**src/rtl/visl_pkg.sv**
```systemverilog
// Shared widths, signed types and limits for the MAC accumulator datapath.
package visl_pkg;

    localparam int DATA_W = 16;
    localparam int ACC_W  = 32;
    localparam int LEN_W  = 12;

    typedef logic signed [DATA_W-1:0] data_t;
    typedef logic signed [ACC_W-1:0]  acc_t;

    localparam acc_t ACC_MAX = {1'b0, {(ACC_W-1){1'b1}}};
    localparam acc_t ACC_MIN = {1'b1, {(ACC_W-1){1'b0}}};

    typedef enum logic {
        ST_ACC  = 1'b0,
        ST_HOLD = 1'b1
    } out_state_e;

    // Saturating +1 for the beat counter.
    function automatic logic [LEN_W-1:0] len_sat_inc(input logic [LEN_W-1:0] v);
        return (&v) ? v : v + LEN_W'(1);
    endfunction

endpackage

```
**src/rtl/mac_mul_stage.sv**
```systemverilog
// Stage 1: registered full-width signed multiply with valid/last pass-through.
module mac_mul_stage
    import visl_pkg::*;
#(
    parameter int DW = DATA_W
) (
    input  logic                   clk_i,
    input  logic                   rst_i,
    input  logic                   en_i,
    input  logic                   valid_i,
    input  logic                   last_i,
    input  logic signed [DW-1:0]   a_i,
    input  logic signed [DW-1:0]   b_i,
    output logic signed [2*DW-1:0] p_o,
    output logic                   valid_o,
    output logic                   last_o
);

    logic signed [2*DW-1:0] p_q, p_d;
    logic                   v_q, v_d;
    logic                   l_q, l_d;

    always_comb begin
        p_d = p_q;
        v_d = v_q;
        l_d = l_q;
        if (en_i) begin
            v_d = valid_i;
            l_d = last_i;
            // Product register only toggles on real beats.
            if (valid_i) begin
                p_d = a_i * b_i;
            end
        end
    end

    always_ff @(posedge clk_i) begin
        if (rst_i) begin
            p_q <= '0;
            v_q <= 1'b0;
            l_q <= 1'b0;
        end else begin
            p_q <= p_d;
            v_q <= v_d;
            l_q <= l_d;
        end
    end

    assign p_o     = p_q;
    assign valid_o = v_q;
    assign last_o  = l_q;

endmodule

```
**src/rtl/mac_accumulator.sv**
```systemverilog
// Signed dot-product accumulator: multiply stage, accumulate stage, result hold FSM.
// Build option MAC_ACC_SATURATE_EN clamps the accumulator on overflow instead of wrapping.
//
// state   | meaning
// ST_ACC  | no result pending; accumulating beats
// ST_HOLD | result presented on out_*, waiting for out_ready_i
module mac_accumulator
    import visl_pkg::*;
#(
    parameter int DW = DATA_W,
    parameter int AW = ACC_W,
    parameter int LW = LEN_W
) (
    input  logic                 clk_i,
    input  logic                 rst_i,
    input  logic                 in_valid_i,
    output logic                 in_ready_o,
    input  logic signed [DW-1:0] a_i,
    input  logic signed [DW-1:0] b_i,
    input  logic                 last_i,
    output logic                 out_valid_o,
    input  logic                 out_ready_i,
    output logic signed [AW-1:0] out_data_o,
    output logic [LW-1:0]        out_len_o,
    output logic                 ovf_o
);

    out_state_e state_q, state_d;

    logic                   en;
    logic                   xfer;
    logic signed [2*DW-1:0] p1;
    logic                   v1, l1;

    logic signed [AW-1:0] acc_q, acc_d, acc_res;
    logic [LW-1:0]        cnt_q, cnt_d, cnt_inc;
    logic                 ovf_q, ovf_d, ovf_acc;
    logic signed [AW:0]   p_ext, sum_w;
    logic                 ovf_beat;
    logic                 load;

    logic signed [AW-1:0] out_data_q, out_data_d;
    logic [LW-1:0]        out_len_q, out_len_d;
    logic                 out_ovf_q, out_ovf_d;

    assign en         = ~(out_valid_o & ~out_ready_i);
    assign in_ready_o = en;
    assign xfer       = in_valid_i & en;

    mac_mul_stage #(.DW(DW)) u_mul (
        .clk_i   (clk_i),
        .rst_i   (rst_i),
        .en_i    (en),
        .valid_i (xfer),
        .last_i  (last_i),
        .a_i     (a_i),
        .b_i     (b_i),
        .p_o     (p1),
        .valid_o (v1),
        .last_o  (l1)
    );

    // One guard bit above AW exposes overflow of the signed sum.
    assign p_ext    = {{(AW+1-2*DW){p1[2*DW-1]}}, p1};
    assign sum_w    = {acc_q[AW-1], acc_q} + p_ext;
    assign ovf_beat = sum_w[AW] ^ sum_w[AW-1];
    assign ovf_acc  = ovf_q | ovf_beat;
    assign cnt_inc  = (&cnt_q) ? cnt_q : cnt_q + LW'(1);
    assign load     = en & v1 & l1;

`ifdef MAC_ACC_SATURATE_EN
    localparam logic signed [AW-1:0] SAT_MAX = {1'b0, {(AW-1){1'b1}}};
    localparam logic signed [AW-1:0] SAT_MIN = {1'b1, {(AW-1){1'b0}}};
    assign acc_res = ovf_beat ? (sum_w[AW] ? SAT_MIN : SAT_MAX) : sum_w[AW-1:0];
`else
    assign acc_res = sum_w[AW-1:0];
`endif

    always_comb begin
        acc_d      = acc_q;
        cnt_d      = cnt_q;
        ovf_d      = ovf_q;
        out_data_d = out_data_q;
        out_len_d  = out_len_q;
        out_ovf_d  = out_ovf_q;
        if (en & v1) begin
            if (l1) begin
                // Final beat: publish and restart the vector in the same cycle.
                out_data_d = acc_res;
                out_len_d  = cnt_inc;
                out_ovf_d  = ovf_acc;
                acc_d      = '0;
                cnt_d      = '0;
                ovf_d      = 1'b0;
            end else begin
                acc_d = acc_res;
                cnt_d = cnt_inc;
                ovf_d = ovf_acc;
            end
        end
    end

    always_ff @(posedge clk_i) begin
        if (rst_i) begin
            acc_q      <= '0;
            cnt_q      <= '0;
            ovf_q      <= 1'b0;
            out_data_q <= '0;
            out_len_q  <= '0;
            out_ovf_q  <= 1'b0;
        end else begin
            acc_q      <= acc_d;
            cnt_q      <= cnt_d;
            ovf_q      <= ovf_d;
            out_data_q <= out_data_d;
            out_len_q  <= out_len_d;
            out_ovf_q  <= out_ovf_d;
        end
    end

    always_ff @(posedge clk_i) begin
        if (rst_i) begin
            state_q <= ST_ACC;
        end else begin
            state_q <= state_d;
        end
    end

    always_comb begin
        state_d = state_q;
        case (state_q)
            ST_ACC: begin
                if (load) begin
                    state_d = ST_HOLD;
                end
            end
            ST_HOLD: begin
                if (out_ready_i) begin
                    state_d = load ? ST_HOLD : ST_ACC;
                end
            end
            default: state_d = ST_ACC;
        endcase
    end

    always_comb begin
        out_valid_o = (state_q == ST_HOLD);
    end

    assign out_data_o = out_data_q;
    assign out_len_o  = out_len_q;
    assign ovf_o      = out_ovf_q;

endmodule

```
**config.mk**
```make
export PLATFORM = sky130hd
export DESIGN_NAME = mac_accumulator
export DESIGN_NICKNAME = d
export VERILOG_FILES = /design/src/rtl/visl_pkg.sv /design/src/rtl/mac_mul_stage.sv /design/src/rtl/mac_accumulator.sv
export SDC_FILE = /design/constraint.sdc
export NUM_CORES = 1
export LEC_CHECK = 0
export BUFFER_PORTS_ARGS = -buffer_cell sky130_fd_sc_hd__buf_2
export CORE_MARGIN = 3
export CORE_UTILIZATION = 35
export CTS_CLUSTER_DIAMETER = 100
export DETAILED_ROUTE_END_ITERATION = 8
export MAX_ROUTING_LAYER = met4
export PLACE_DENSITY = 0.51
export SYNTH_ARGS = -nofsm -noshare
export SYNTH_HDL_FRONTEND = slang
export SYNTH_SLANG_ARGS = --single-unit
```
**constraint.sdc**
```tcl
create_clock -name clk_i -period 8.8 [get_ports clk_i]
set_input_delay 1.76 -clock clk_i [delete_from_list [all_inputs] [get_ports clk_i]]
set_output_delay 1.76 -clock clk_i [all_outputs]
set_load 0.02 [all_outputs]
```
==> results of run 1 <==
==> tightest hold or removal path: cells and delay by family (launching register included) <==
kind	cells	cell delay, ps
AO/OA/AOI/OAI	1	50
flip-flops	1	320
AND/OR/NAND/NOR	1	40
==> cells in the final DEF (no fill, tap or decap), types with 4 or more instances in the layout <==
cell type / n
inv_1: 318
fa_1: 263
nand2_1: 219
and2_1: 125
dfxtp_1: 125
ha_1: 115
a21oi_1: 93
nor2_1: 87
buf_2: 83
xnor2_1: 53
o21ai_0: 52
a22o_1: 30
nand3_1: 28
a22oi_1: 27
a21o_1: 24
xor2_1: 17
clkbuf_16: 17
a211oi_1: 15
nand2b_1: 13
nand4_1: 12
o21a_1: 11
nor3_1: 9
buf_4: 8
o21bai_1: 7
a31oi_1: 6
nand3b_1: 6
mux2i_1: 6
o211ai_1: 5
a21o_2: 5
or4_1: 4
or3_1: 4
clkinvlp_4: 4
==> kinds of logic after synthesis <==
family,Yosys count,share of synthesized area
compound gates,311,0.129
flops,125,0.156
mux,6,0.00374
xor+xnor,70,0.0382
fa+ha+maj,378,0.417
buf+inv,398,0.0980
simple gates,527,0.158
==> layout make-up <==
class                      count  area share
antenna                        1    0.000143
clock buffer                  19      0.0253
clock inverter                13     0.00942
inverter                     319      0.0683
multi-input combinational   1292       0.685
sequential                   125       0.143
tap                          592      0.0423
timing repair buffer          91      0.0271
==> through the flow <==
| stage | setup WS, ps | hold WS, ps | util |
|---|---|---|---|
| after floorplan | 1500 | 436 | - |
| final | 1460 | 451 | 0.391 |
| after detailed placement | 998 | 443 | 0.378 |
| after CTS | 1420 | 458 | 0.391 |
| after global routing | 1010 | 481 | 0.391 |
| after global placement | 1130 | 437 | 0.378 |
==> routing by layer <==
layer  global-route usage  vias to the layer above
met2                0.310                      146
met4               0.0296                        0
li1                     -                     5823
met5                    -                        -
met3               0.0150                       35
met1                0.223                     6122
==> sequential cells by signal, summed over array words and instances, names as in the netlist <==
signal / count
ovf_o: 1
out_data_o: 32
out_len_o: 12
cnt_q: 12
acc_q: 32
u_mul.valid_o: 1
u_mul.p_o: 32
u_mul.last_o: 1
out_valid_o: 1
ovf_q: 1
==> path summary, 6_finish.rpt <==
| kind | to | slack, ps | depth (start not counted) |
|---|---|---|---|
| max | u_mul.p_o[31] | 1460 | 21 |
| min | out_len_o[9] | 450 | 2 |
| max reg2reg | ovf_o | 5550 | 11 |
| min reg2reg | out_len_o[9] | 450 | 2 |
==> summary.md, run 1 <==
| Metric | Value |
|---|---|
| Status | `completed` |
| Final worst path period share | `0.834` |
| Yosys reg bits | `125` |
| CTS Hold Bufs | `0` |
| Antenna viol nets, final | `0` |
| Core ar. | `approximately 45000 um2` |
| Netlist cell types | `71` |
| Multi-input gate area | `12000 um2` |
| PostCTS Resize Cnt | `0` |
| Cell Area, Placed | `16900 um2` |
| Number of H-tree levels | `4` |
| Required @ worst endpoint | `9140 ps` |
| WL final | `38800 um` |
| Worst Path Arrival | `7680 ps` |
| Delay-heaviest family, CP | `adder cells` |
| First-pass GRT wire length | `66400 um` |
| DRC viols | `0` |
| Min Tclk post-route | `7340 ps` |
| Grt ovf | `0` |
| Max Cap Viol | `0` |
| Clk_lat worst skew | `about 420 ps` |
| Detailed placer's ending HPWL | `30900 um` |
| Area growth syn-to-layout | `9.10%` |
| Die Ht | `approximately 220 um` |
| Post-Syn Area | `around 16000 um2` |
| CTS Buf Count | `17` |
| Die area | `between 40000 and 50000 um2` |
| EDFF count, synth | `0` |
| Hold Path Class | `flip-flop to flip-flop` |
| Final hold violations | `0` |
| WL met2 | `about 20000 um` |
| Most used DFF post-synth | `dfxtp_1` |
| HP Start | `out_len_o[9]` |
| Port bufs | `83` |
| Top Ports | `84` |
| Post-synth top area cell | `fa_1` |
| FFs w/ async S/R, synth | `0` |
| CP max stage delay | `710 ps` |
| Syn_nets | `2230` |
| Layout cells sized above 1 | `0.0769` |
| RSZ-0062 raised after global routing | `false` |
| Fillers | `4601` |
| Top cells by area, synth | `fa_1, dfxtp_1, ha_1` |
| Final Skew | `12.4 ps` |
| Total negative slack | `0 ps` |
| Via/cell ratio | `4.95` |
| Clk pin slew, worst setup/hold paths | `~60 ps` |
| Largest net degree at the start of global routing | `78` |
| CTS tree | `built` |
| Yosys warns | `0` |
| Longest Clk Path Bufs | `2` |
| Synth top cells by count | `inv_1, fa_1, nand2_1, and2_1, dfxtp_1` |
| Nets@finish | `between 2000 and 2500` |
| Worst-Margin Slew | `slightly below 1000 ps` |
| Worst flop-to-flop path startpoint | `u_mul.p_o[0]` |
| Worst setup SP type | `input pin` |
| Fin cells | `2452` |
| Final Setup Violations | `0` |
| Mapped Cells | `~1800` |
| Critical path class | `input pin to flip-flop` |
| Die X | `220 um` |
| Initial drt markers | `492` |
| Post-synth top area share | `0.328` |
| Vias | `12100` |
| CP endpoint kind | `flip-flop` |
| Critical path, cell by cell | `buf_2, nand2_1, inv_1, fa_1, fa_1, fa_1, fa_1, fa_1, inv_1, fa_1, inv_1, ha_1, a21o_1, a211oi_1, o22ai_1, a21oi_2, nor4_1, nor3_1, o21ai_0, or4_1, a31oi_1` |
| Seq. cell area | `between 2000 and 3000 um2` |
| Register area share after synthesis | `0.156` |
| Slew headroom | `0.337` |
| CP max-delay cell | `fa_1` |
| Avg WL per Cell | `15.8 um` |
| Initial antenna violation count | `1` |
| Iteration count of the initial detailed-routing pass | `4` |
| Mean Syn Cell Area | `8.85 um2` |
| Placed Cells | `2419` |
| Design area | `17500 um2` |
| Pins Over Slew Limit | `0` |
| Initial Utilization | `0.359` |
| Cell at the root of the clock tree | `clkbuf_16` |
| FP Rows | `77` |
| Cell repeated most along the worst path | `fa_1` |
| Most numerous cell in the Yosys netlist | `inv_1` |
| DRT met1 WL | `17200 um` |
| Number of global-route vias before repair | `12900` |
| Met3 wire len | `842 um` |
| Highest routed layer | `met4` |
| Crit path from | `b_i[1]` |
| Total GRT Usage | `0.175` |
| Maximum clock frequency | `0.136 GHz` |
| Final Wtd Congestion | `0.834` |
| Post-CTS setup buffers | `0` |
| Clock sinks | `125` |
| Worst path buffer plus inverter count | `4` |
| CP Max Fanout | `16` |
Power of run 1 is left out: the tool's default activity adds up to more than one toggle a clock period on the data nets, which glitch-free logic cannot reach.
==> run 2: changes to the inputs <==
--- a/config.mk
+++ b/config.mk
@@ -5,13 +5,14 @@
 export SDC_FILE = /design/constraint.sdc
 export NUM_CORES = 1
 export LEC_CHECK = 0
+export ABC_AREA = 1
 export BUFFER_PORTS_ARGS = -buffer_cell sky130_fd_sc_hd__buf_2
 export CORE_MARGIN = 3
 export CORE_UTILIZATION = 35
 export CTS_CLUSTER_DIAMETER = 100
 export DETAILED_ROUTE_END_ITERATION = 8
 export MAX_ROUTING_LAYER = met4
-export PLACE_DENSITY = 0.51
+export PLACE_DENSITY = 0.52
 export SYNTH_ARGS = -nofsm -noshare
 export SYNTH_HDL_FRONTEND = slang
 export SYNTH_SLANG_ARGS = --single-unit
==> constraint.sdc (replaced) <==
create_clock -name clk_i -period 6.7 [get_ports clk_i]
set_input_delay 1.34 -clock clk_i [delete_from_list [all_inputs] [get_ports clk_i]]
set_output_delay 1.34 -clock clk_i [all_outputs]
set_load 0.02 [all_outputs]
==> run 2 against run 1 <==
Register-to-register slack worse by 1100 ps. Sequential cell count is the same. Sequential share of layout area down 1.5 points. Utilization up 0.36 points. Via count rose by 24%. Cell count rose by 32%. Critical path depth rose by 2. Synthesized area up 10%. Synthesized cell count is 38% higher. Design area rose by 11%. Die area grew 9.9%. Non-clock buffer count rose by 38.
==> summary.md, run 2 <==
| Metric | Value |
|---|---|
| Required @ worst endpoint | `7030 ps` |
| First-pass GRT wire length | `78800 um` |
| Most common cell after layout, fill and taps aside | `nand2_1` |
| Slew headroom | `0.249` |
| Highest routed layer | `met4` |
| Most used DFF post-synth | `dfxtp_1` |
| Synth top cells by count | `nand2_1, inv_1, fa_1, nor2_1, dfxtp_1` |
| Core ar. | `49500 um2` |
| RSZ-0062 raised after global routing | `false` |
| Initial antenna violation count | `2` |
| Post-synth top area cell | `fa_1` |
| CTS Buf Count | `17` |
| Mapped Cells | `2505` |
| CP Max Fanout | `11` |
| FP Rows | `81` |
| Longest Clk Path Bufs | `2` |
| DRT met1 WL | `22100 um` |
| Pins Over Slew Limit | `0` |
| Avg WL per Cell | `roughly 15 um` |
| DRC viols | `0` |
| Most numerous cell in the Yosys netlist | `nand2_1` |
| Total GRT Usage | `0.189` |
| Met3 wire len | `approximately 1600 um` |
| Clk pin slew, worst setup/hold paths | `60 ps` |
| Fin cells | `between 3000 and 4000` |
| Top cells by area, synth | `fa_1, nand2_1, dfxtp_1` |
| Post-synth top area share | `0.297` |
| Via/cell ratio | `4.64` |
| Max Cap Viol | `0` |
| Fillers | `5333` |
| Number of global-route vias before repair | `15500` |
| Multi-input gate area | `12500 um2` |
| Status | `completed` |
| Number of H-tree levels | `4` |
| Top Ports | `84` |
| Most frequent cells in the layout | `nand2_1, inv_1, fa_1, nor2_1, dfxtp_1` |
| Layout cells sized above 1 | `0.0804` |
| Die X | `231 um` |
| EDFF count, synth | `0` |
| Detailed placer's ending HPWL | `39300 um` |
| Iteration count of the initial detailed-routing pass | `6` |
| Seq. cell area | `2500 um2` |
| Worst-Margin Slew | `1120 ps` |
| WL met2 | `around 23000 um` |
| Clk_lat worst skew | `between 400 and 500 ps` |
| Antenna viol nets, final | `0` |
| CTS tree | `built` |
| Worst Path Arrival | `6730 ps` |
| Grt ovf | `0` |
| Placed Cells | `3209` |
| Die Ht | `231 um` |
| Port bufs | `83` |
| Maximum clock frequency | `roughly 0.16 GHz` |
| Clock sinks | `125` |
| Vias | `approximately 15000` |
| Die area | `53300 um2` |
| Final worst path period share | `0.955` |
| Final Wtd Congestion | `0.887` |
| Initial drt markers | `950` |
| Hold Path Class | `flip-flop to flip-flop` |
| Worst setup SP type | `input pin` |
| Largest net degree at the start of global routing | `58` |
| Yosys reg bits | `125` |
| Area growth syn-to-layout | `10.4%` |
| Register area share after synthesis | `0.141` |
| Post-Syn Area | `17700 um2` |
| Mean Syn Cell Area | `7.07 um2` |
| CTS Hold Bufs | `0` |
| Final Skew | `8.15 ps` |
| FFs w/ async S/R, synth | `0` |
| Min Tclk post-route | `6400 ps` |
| Yosys warns | `0` |
| Nets@finish | `between 2000 and 3000` |
| Final hold violations | `0` |
| CP endpoint kind | `flip-flop` |
| WL final | `47000 um` |
| Critical path class | `input pin to flip-flop` |
| Syn_nets | `2920` |
| Final Setup Violations | `0` |
| Cell at the root of the clock tree | `clkbuf_16` |
| Initial Utilization | `0.358` |
| Netlist cell types | `42` |
[run 2: final timing paths]
kind	startpoint	end	slack (ps)	cells after the start
worst max-delay path	b_i[15]	u_mul.p_o[29]	300	23
worst min register to register	out_data_o[22]	out_data_o[22]	450	2
worst max register to register	u_mul.p_o[0]	acc_q[20]	4480	15
worst min-delay path	out_data_o[22]	out_data_o[22]	450	2
[run 2: area by class of cell]
type / instances / area share
Multi-Input combinational cell: 1664 / 0.640
Sequential cell: 125 / 0.128
Inverter: 627 / 0.121
Tap cell: 664 / 0.0425
Timing Repair Buffer: 129 / 0.0390
Clock buffer: 23 / 0.0250
Clock inverter: 7 / 0.00448
Antenna cell: 2 / 0.000256
[run 2: critical path: stages]
cell	delay (ps)
buf_2	80
inv_1	220
buf_4	260
or2_2	280
fa_1	500
fa_1	520
inv_1	50
fa_1	490
inv_1	50
fa_1	490
inv_1	50
fa_1	490
fa_1	420
ha_1	380
nand2_1	110
nor2_1	230
nand2_1	150
nor3_1	150
nand2_1	170
nand4_1	120
nand3_1	80
nand2_1	70
inv_1	30
[run 2: cell families (layout without fill, tap and decap cells)]
family	count (synthesis)	after routing	share of synthesized area
fa+ha+maj	378	378	0.379
simple gates	1061	1061	0.246
xor+xnor	38	38	0.0188
other cells	0	2	0
compound gates	187	187	0.0621
buf+inv	716	786	0.153
flops	125	125	0.141
[run 2: per-layer routing]
| metal | GRT usage | up-vias |
|---|---|---|
| met1 | 0.252 | 7264 |
| met5 | - | - |
| met2 | 0.317 | 239 |
| li1 | - | 7482 |
| met4 | 0.0383 | 0 |
| met3 | 0.0184 | 50 |
[run 2: repair_timing]
action,in CTS,in global routing
gates resized for setup,0,3
buffers inserted,0,0
endpoints found under the setup margin,0,2
endpoints found under the hold margin,0,0
[run 2: stage by stage]
stage	instance area (um2)	TNS, ps	utilization	hold WS, ps	setup WS, ps
6_report	19500	0	0.395	447	305
5_1_grt	19500	0	0.395	473	42.5
4_1_cts	19500	0	0.395	453	293
3_5_place_dp	18900	-306	0.383	439	-142
3_3_place_gp	18900	-289	0.383	433	-116
2_1_floorplan	17700	0	-	448	250
Power of run 2 is left out for the same reason.
